**src/rtl/midi_pkg.sv**
```systemverilog
// Shared MIDI real-time constants, transport state type and tempo clamp helper.
package midi_pkg;

    localparam logic [7:0] MIDI_CLOCK = 8'hF8;
    localparam logic [7:0] MIDI_START = 8'hFA;
    localparam logic [7:0] MIDI_CONT  = 8'hFB;
    localparam logic [7:0] MIDI_STOP  = 8'hFC;
    localparam int         MIDI_PPQN  = 24;

    typedef enum logic [2:0] {
        ST_IDLE,
        ST_SEND_START,
        ST_SEND_CONT,
        ST_RUN,
        ST_SEND_STOP
    } transport_t;

    function automatic logic [8:0] bpm_clamp(input logic [8:0] v, input int unsigned lo,
                                             input int unsigned hi);
        if (32'(v) < lo) return 9'(lo);
        if (32'(v) > hi) return 9'(hi);
        return v;
    endfunction

endpackage

```
**src/rtl/frac_divider.sv**
```systemverilog
// Phase-accumulator divider: adds inc each enabled cycle and emits a registered
// one-cycle tick whenever the sum crosses LIMIT, keeping the remainder.
module frac_divider #(
    parameter int               WIDTH = 33,
    parameter logic [WIDTH-1:0] LIMIT = WIDTH'(1000)
) (
    input  logic             clk,
    input  logic             rst,
    input  logic             en,
    input  logic             clr,
    input  logic [WIDTH-1:0] inc,
    output logic             tick
);

    logic [WIDTH-1:0] acc_reg;
    logic [WIDTH-1:0] sum;

    // acc stays below LIMIT and inc is far smaller, so the sum cannot overflow WIDTH
    assign sum = acc_reg + inc;

    always_ff @(posedge clk or posedge rst) begin
        if (rst) begin
            acc_reg <= '0;
            tick    <= 1'b0;
        end else if (clr) begin
            acc_reg <= '0;
            tick    <= 1'b0;
        end else if (en) begin
            if (sum >= LIMIT) begin
                acc_reg <= sum - LIMIT;
                tick    <= 1'b1;
            end else begin
                acc_reg <= sum;
                tick    <= 1'b0;
            end
        end else begin
            tick <= 1'b0;
        end
    end

endmodule

```
**src/rtl/midi_clock_gen.sv**
```systemverilog
// MIDI tempo controller: 24 PPQN timing clock from a loadable BPM plus the
// Start/Stop/Continue transport, all presented on one valid/ready byte port.
module midi_clock_gen
    import midi_pkg::*;
#(
    parameter int unsigned CLK_HZ  = 50_000_000,
    parameter int unsigned BPM_MIN = 30,
    parameter int unsigned BPM_MAX = 300,
    parameter int unsigned BPM_RST = 120
) (
    input  logic       clk,
    input  logic       rst,
    input  logic [8:0] bpm_in,
    input  logic       bpm_load,
    input  logic       start,
    input  logic       stop,
    input  logic       cont,
    output logic       msg_valid,
    output logic [7:0] msg_byte,
    input  logic       msg_ready,
    output logic       running,
    output logic       beat,
    output logic       overrun
);

    localparam logic [32:0] LIMIT = 33'(64'(CLK_HZ) * 64'd60);

    transport_t  state_reg;
    logic [8:0]  bpm_reg;
    logic [1:0]  pending_reg;
    logic [1:0]  pending_next;
    logic [4:0]  beat_cnt_reg;
    logic [32:0] inc;
    logic [7:0]  cmd_byte;
    logic        tick, xfer, f8_xfer, cmd_xfer, free, is_send, tick_accept;

    assign inc      = 33'(bpm_reg) * 33'(MIDI_PPQN);
    assign xfer     = msg_valid && msg_ready;
    assign f8_xfer  = xfer && (msg_byte == MIDI_CLOCK);
    assign free     = !msg_valid || xfer;
    assign is_send  = (state_reg == ST_SEND_START) || (state_reg == ST_SEND_CONT) ||
                      (state_reg == ST_SEND_STOP);
    // An in-flight 0xF8 may still be presented in a SEND state; only the command itself counts
    assign cmd_xfer = is_send && xfer && (msg_byte == cmd_byte);
    assign tick_accept = tick && (state_reg == ST_RUN) && (pending_reg != 2'd3 || f8_xfer);

    always_comb begin
        cmd_byte = MIDI_STOP;
        case (state_reg)
            ST_SEND_START: cmd_byte = MIDI_START;
            ST_SEND_CONT:  cmd_byte = MIDI_CONT;
            default:       cmd_byte = MIDI_STOP;
        endcase
    end

    // pending counts the presented 0xF8 too; 2-bit wrap makes 3+1-1 come out as 3
    always_comb begin
        pending_next = pending_reg;
        if (tick_accept) pending_next = pending_next + 2'd1;
        if (f8_xfer)     pending_next = pending_next - 2'd1;
    end

    frac_divider #(
        .WIDTH(33),
        .LIMIT(LIMIT)
    ) u_div (
        .clk (clk),
        .rst (rst),
        .en  (state_reg == ST_RUN),
        .clr (cmd_xfer && (state_reg != ST_SEND_STOP)),
        .inc (inc),
        .tick(tick)
    );

    always_ff @(posedge clk or posedge rst) begin
        if (rst) begin
            state_reg    <= ST_IDLE;
            bpm_reg      <= 9'(BPM_RST);
            pending_reg  <= 2'd0;
            beat_cnt_reg <= 5'd0;
            msg_valid    <= 1'b0;
            msg_byte     <= 8'h00;
            running      <= 1'b0;
            beat         <= 1'b0;
            overrun      <= 1'b0;
        end else begin
            beat    <= 1'b0;
            overrun <= tick && (state_reg == ST_RUN) && (pending_reg == 2'd3) && !f8_xfer;
            if (bpm_load) bpm_reg <= bpm_clamp(bpm_in, BPM_MIN, BPM_MAX);
            if (f8_xfer) begin
                if (beat_cnt_reg == 5'(MIDI_PPQN - 1)) begin
                    beat_cnt_reg <= 5'd0;
                    beat         <= 1'b1;
                end else begin
                    beat_cnt_reg <= beat_cnt_reg + 5'd1;
                end
            end
            if (free) msg_valid <= 1'b0;

            case (state_reg)
                ST_IDLE: begin
                    pending_reg <= 2'd0;
                    if (!stop && start)     state_reg <= ST_SEND_START;
                    else if (!stop && cont) state_reg <= ST_SEND_CONT;
                end
                ST_SEND_START, ST_SEND_CONT, ST_SEND_STOP: begin
                    pending_reg <= 2'd0;
                    if (cmd_xfer) begin
                        if (state_reg == ST_SEND_STOP) begin
                            state_reg <= ST_IDLE;
                        end else begin
                            state_reg <= ST_RUN;
                            running   <= 1'b1;
                        end
                        if (state_reg == ST_SEND_START) beat_cnt_reg <= 5'd0;
                    end else if (free) begin
                        msg_valid <= 1'b1;
                        msg_byte  <= cmd_byte;
                    end
                end
                ST_RUN: begin
                    pending_reg <= pending_next;
                    if (stop) begin
                        state_reg <= ST_SEND_STOP;
                        running   <= 1'b0;
                    end else if (free && pending_next != 2'd0) begin
                        msg_valid <= 1'b1;
                        msg_byte  <= MIDI_CLOCK;
                    end
                end
                default: state_reg <= ST_IDLE;
            endcase
        end
    end

endmodule

```
**config.mk**
```make
export PLATFORM = sky130hd
export DESIGN_NAME = midi_clock_gen
export DESIGN_NICKNAME = d
export VERILOG_FILES = /design/src/rtl/midi_pkg.sv /design/src/rtl/frac_divider.sv /design/src/rtl/midi_clock_gen.sv
export SDC_FILE = /design/constraint.sdc
export NUM_CORES = 1
export LEC_CHECK = 0
export CORE_MARGIN = 2
export CORE_UTILIZATION = 60
export DETAILED_ROUTE_END_ITERATION = 7
export GPL_TIMING_DRIVEN = 0
export PLACE_DENSITY = 0.79
export SKIP_LAST_GASP = 1
export SLEW_MARGIN = 20
export SYNTH_ARGS = -nofsm -noshare
export SYNTH_HDL_FRONTEND = slang
export SYNTH_HIERARCHICAL = 1
export SYNTH_SLANG_ARGS = --single-unit
export TNS_END_PERCENT = 20
```
**constraint.sdc**
```tcl
create_clock -name clk -period 6.1 [get_ports clk]
set_input_delay 1.525 -clock clk [delete_from_list [all_inputs] [get_ports clk]]
set_output_delay 1.525 -clock clk [all_outputs]
set_load 0.01 [all_outputs]
```
**After elaboration in Yosys (flattened, before gate mapping)**

Cells that the tools add are included.

- Magnitude comparators: 3
- Reduce and logical (&&, ||, !) cells: 29
- Add/sub/neg operators: 5
- Mux-type cells: 47
- Equal/unequal tests: 18
- Multipliers: 1

Operators with widths:

| operator | count |
|---|---|
| two-way mux 33 bit | 3 |
| two-way mux 9 bit | 4 |
| adder 33 x 14 -> 33 bit | 1 |
| greater-or-equal comparator 33 x 32 -> 1 bit, second input constant | 1 |
| subtractor 33 x 32 -> 33 bit, second input constant | 1 |
| two-way mux 8 bit | 4 |
| two-way mux 5 bit | 5 |
| two-way mux 1 bit | 18 |
| inequality test 2 bit, second input constant | 8 |
| one-hot mux 8 bit (2 select lines) | 1 |
| logical AND 1 bit | 12 |
| two-way mux 3 bit | 4 |
| multiplier 9 x 2 -> 11 bit, second input constant | 1 |
| greater-than comparator 9 bit, second input constant | 1 |
| < comparator 9 x 5 -> 1 bit, second input constant | 1 |
| one-hot mux 3 bit (3 select lines) | 1 |
| equality test 8 bit | 1 |
| equality test 8 bit, second input constant | 1 |
| nonzero test 2 bit | 4 |
| equality test 3 x 2 -> 1 bit, second input constant | 2 |
| two-way mux 2 bit | 3 |
| inequality test 3 bit, second input constant | 2 |
| one-hot mux 3 bit (2 select lines) | 1 |
| adder 5 x 1 -> 5 bit, second input constant | 1 |
| 16 further kinds | 22 |

- Flip-flop bits (word level): 65
- Output and inout bits: 12
- Input port bits: 16

**Logic depth before layout (Yosys ltp)**

- Depth in word-level cells: 12
- Depth in mapped cells: 24

**By module**

Netlist, hierarchy kept.

By module, submodules not included:

| module | area an instance (µm²) | instances | cells each | seq. area each (µm²) |
|---|---|---|---|---|
| frac_divider | 4584.4 | 1 | 579 | 850.8 |
| midi_clock_gen | 1995.7 | 1 | 235 | 680.7 |

**Worst setup path after synthesis**

Ideal clock, no wire load.

- Kind: register to register
- From: reg bpm_reg[0]
- To: reg u_div.acc_reg[27]
- Setup slack: 1.347 ns
- Stages on the path, launching flop included: 23
- Required time: 6.000 ns
- Arrival time: 4.653 ns
- Library setup time: 0.100 ns
- Cell sequence: dfrtp_1 ha_1 inv_1 fa_1 inv_1 a21o_1 a21oi_1 o21ai_0 o22a_1 xor2_1 ha_1 buf_4 and2_4 and3_1 or4b_4 and3b_1 o22a_2 nor4b_4 and2_1 o221a_4 a21o_1 or3_1 a311oi_1

- Longest elaborated chain between the ends: 6

RTL lines:

| item | RTL line | source |
|---|---|---|
| start: declaration | midi_clock_gen.sv:29 | `logic [8:0] bpm_reg;` |
| start signal: assignment | midi_clock_gen.sv:78 | `bpm_reg <= 9'(BPM_RST);` |
| start signal: assignment | midi_clock_gen.sv:89 | `if (bpm_load) bpm_reg <= bpm_clamp(bpm_in, BPM_MIN, BPM_MAX);` |
| multiplier 9 x 2 -> 11 bit * | midi_clock_gen.sv:37 | `assign inc = 33'(bpm_reg) * 33'(MIDI_PPQN);` |
| named net inc[12] | midi_clock_gen.sv:33 | `logic [32:0] inc;` |
| adder 33 x 14 -> 33 bit * | frac_divider.sv:19 | `assign sum = acc_reg + inc;` |
| subtractor 33 x 32 -> 33 bit or greater-or-equal comparator 33 x 32 -> 1 bit (tied branches) | frac_divider.sv:30, frac_divider.sv:29 |  |
| two-way mux 33 bit * | frac_divider.sv:29 | `if (sum >= LIMIT) begin` |
| two-way mux 33 bit * | frac_divider.sv:28 | `end else if (en) begin` |
| two-way mux 33 bit * | frac_divider.sv:25 | `end else if (clr) begin` |
| end signal: assignment | frac_divider.sv:30 | `acc_reg <= sum - LIMIT;` |
| end signal: assignment | frac_divider.sv:33 | `acc_reg <= sum;` |
| end: declaration | frac_divider.sv:15 | `logic [WIDTH-1:0] acc_reg;` |

The timed path passes the listed nets; every way through them passes the cells marked *. The select of a mux whose other input is x is not followed.
A chain may end at the register's enable or synchronous reset.

**Final worst setup path**

- From: reg bpm_reg[0]
- To: reg u_div.acc_reg[18]

Same word-level chain as after synthesis.

==> impl_metrics.tcl <==
set metrics [dict create \
    status "complete, no violations" \
    r2r_cells 23 \
    cts_tree "built" \
    synth_cell_types 98 \
    wl_per_cell_um 18.75 \
    skew_ns 0.01319 \
    max-slew-margin-rel_pct 36.74 \
    layout.nets 936 \
    crit_chain "ha_1 > inv_1 > fa_1 > inv_1 > a21o_1 > a21oi_1 > o21ai_0 > o22a_1 > xor2_1 > ha_1 > buf_4 > nand4_1 > nor3_2 > o21ai_0 > a211o_1 > o211ai_1 > o21bai_2 > a31oi_1 > buf_2 > a21oi_4 > buf_6 > a211oi_1 > nor4_2" \
    synth_edf_count 0 \
    grt_pass1_vias 6514 \
    drt_wl_total_um 19090 \
    setup_violations 0 \
    max_freq_mhz 171.8 \
    start_util_pct 60.97 \
    yosysWarningCount 6 \
    worstPathRequired_ns 6.31 \
    fillers 925 \
    cts_buffer_depth 2 \
    drive_gt1_share_pct 9.795 \
    slowest_stage "nor3_2" \
    clock-root-buffer "clkbuf_8" \
    drv_slew 0 \
    crit_path_max_fanout 10 \
    grt_max_degree 35 \
    cts.reportedPaths.clkPinSlew_ns 0.07 \
    register_area_um2 1531 \
    core_area_um2 10790 \
    critical_path.top_delay_family "compound AO/OA/AOI/OAI gates" \
    setup_tns_ns 0 \
    startpoint "bpm_reg[0]" \
    viasPerCell 6.646 \
    cts_setup_buffers 0 \
    vias 6766 \
    fin_crit_ns 5.821 \
    path_buf_inv 5 \
    worst-slew-pin-transition_ns 0.9357 \
    cts_sinks 61 \
    seq_area_frac_synth_pct 23.27 \
    synth_top_area_cell "dfrtp_1" \
    crit_arrival_ns 6.03 \
    drtIter0Drc 822 \
    fp.dieH_um 108.7 \
    io_buffers 26 \
    drtAntennaViolNets 0 \
    drc 0 \
    min_to "bpm_reg[5]" \
    reg2reg_slack_ns 0.28 \
    hpwl_um 14470 \
    area_growth_pct 10.91 \
    synth_top_flop_cell "dfrtp_1" \
    drv_cap 0 \
    worstHoldStart "bpm_reg[5]" \
    async_flop_share_pct 100.0 \
    period_share_pct 95.42 \
    antenna_found_initial 0 \
    dieArea_um2 11820 \
    whs_path_depth 2 \
    fin_hold_ws_ns 0.5093 \
    r2r-start "bpm_reg[0]" \
    critical_path.max_stage_delay_ns 0.58 \
    rsz0062_at_grt "false" \
    ios 28 \
    synth_area_leaders "dfrtp_1, ha_1, nor2_1, a21oi_1, nand2_1" \
    antenna_cells 0 \
    die_x_um 108.7 \
    grt_pass1_wl_um 31280 \
    num_rows 38 \
    crit_path_end_kind "flop" \
    largest_register_ffs 33 \
    hp-class "flop to flop" \
    hold_viol 0 \
    syn_avg_cell_area_um2 8.084 \
    startpoint_type "flop" \
    r2r-end "u_div/acc_reg[18]" \
    gp_congestion 0.9313 \
    syn-cell-area_um2 6580 \
    critPathKind "flop to flop" \
    grt-ovfl-total 0 \
    syn_inst 814 \
    clk_latency_ns 0.36 \
    first_pass_iters 8 \
    cts_inserted_buffers 9 \
    ys_seq_elements 61 \
    grtUsageTotal_pct 33.64 \
    yosys.area.top_type_share_pct 21.68 \
    cts_htree_levels 3 \
    multi_input_area_um2 4841 \
]
## cell families after synthesis
group | synth area share, %
buffers and inverters | 4.487
adders and majority gates | 9.165
AOI/OAI and AO/OA | 29.76
other | 0.05699
muxes | 2.320
and+or+nand+nor | 26.01
xor gates and xnor gates | 4.925
DFF | 23.27
## cells in the final DEF (no fill, tap or decap), types with 5 or more instances in the layout
cell and instances:
xnor2_1 25, nor2b_1 10, inv_1 16, o21ai_0 35, a211oi_2 5, o21a_1 12, buf_4 5, clkbuf_8 10
a311oi_1 6, a31oi_1 5, a211oi_1 25, nor4_1 9, nand2_1 64, dfrtp_1 57, conb_1 23, and3_1 11
nand3_1 18, o21ai_1 10, clkdlybuf4s50_1 26, nor2_1 95, a21oi_1 62, mux2i_1 13, nand2b_1 10, o211ai_1 14
and4_1 7, or3_1 13, nor3_1 22, a211o_1 9, buf_2 20, clkbuf_1 14, and2_1 7, ha_1 45
a21o_1 24, xor2_1 12, a22o_1 6, nand4_1 12
## cells in the mapped netlist (all sizes together), types with 7 or more instances
master and number:
clkbuf 12, nand3 18, and2 8, ha 45, nor3 27, and3 11
buf 31, nand4 13, nor2 97, xor2 12, dfrtp 57, nand2b 10
inv 18, o21a 12, or3 13, nand2 65, a21oi 63, a211o 9
o21ai 45, a21o 24, mux2i 13, nor4 14, a211oi 30, o211ai 14
and4 7, xnor2 25, nor2b 10
## worst max path at each step
stage	endpoint	depth (start not counted)
3_5_place_dp	u_div/acc_reg[27]	21
2_1_floorplan	u_div/acc_reg[27]	22
3_3_place_gp	u_div/acc_reg[27]	21
5_1_grt	u_div/acc_reg[24]	23
6_report	u_div/acc_reg[18]	23
4_1_cts	u_div/acc_reg[27]	21
## layer usage
metal  vias to the layer above  share of wire, %  global-route usage [%]
met5                         -                 0                       0
met4                         0               2.7                   12.36
met3                        46               9.2                   7.591
met2                       309                46                   53.57
met1                      3239                42                   44.75
li1                       3172                 -                       -
## worst min-delay path, stage by stage, from the launching register on
cell and delay, ns:
dfstp_2 0.39, nor2_1 0.08, a31oi_1 0.05
## area by class of cell
| class | count | area share, % |
|---|---|---|
| Multi-Input combinational cell | 714 | 66.33 |
| Inverter | 18 | 0.9258 |
| Clock inverter | 4 | 0.6858 |
| Tap cell | 140 | 2.400 |
| Sequential cell | 61 | 20.98 |
| Clock buffer | 12 | 1.989 |
| Timing Repair Buffer | 26 | 3.566 |
| Buffer | 43 | 3.120 |
## repair_timing
item,4_1_cts,5_1_grt
endpoints found under the hold margin,0,0
setup endpoints to repair,0,1
hold buffers,0,0
resized for setup,0,1
## through the flow
| step | instance area, um2 | util [%] | setup WS, ns | std cells |
|---|---|---|---|---|
| floorplan | 6663 | - | 1.347 | 836 |
| finish | 7298 | 67.62 | 0.2791 | 1018 |
| global route | 7298 | 67.62 | 0.007626 | 1018 |
| CTS | 7293 | 67.57 | 0.4234 | 1018 |
| global placement | 7098 | 65.77 | 0.6147 | 1002 |
| detailed placement | 7098 | 65.77 | 0.4691 | 1002 |
Power is left out: the tool's default activity adds up to more than one toggle a clock period on the data nets, which glitch-free logic cannot reach.
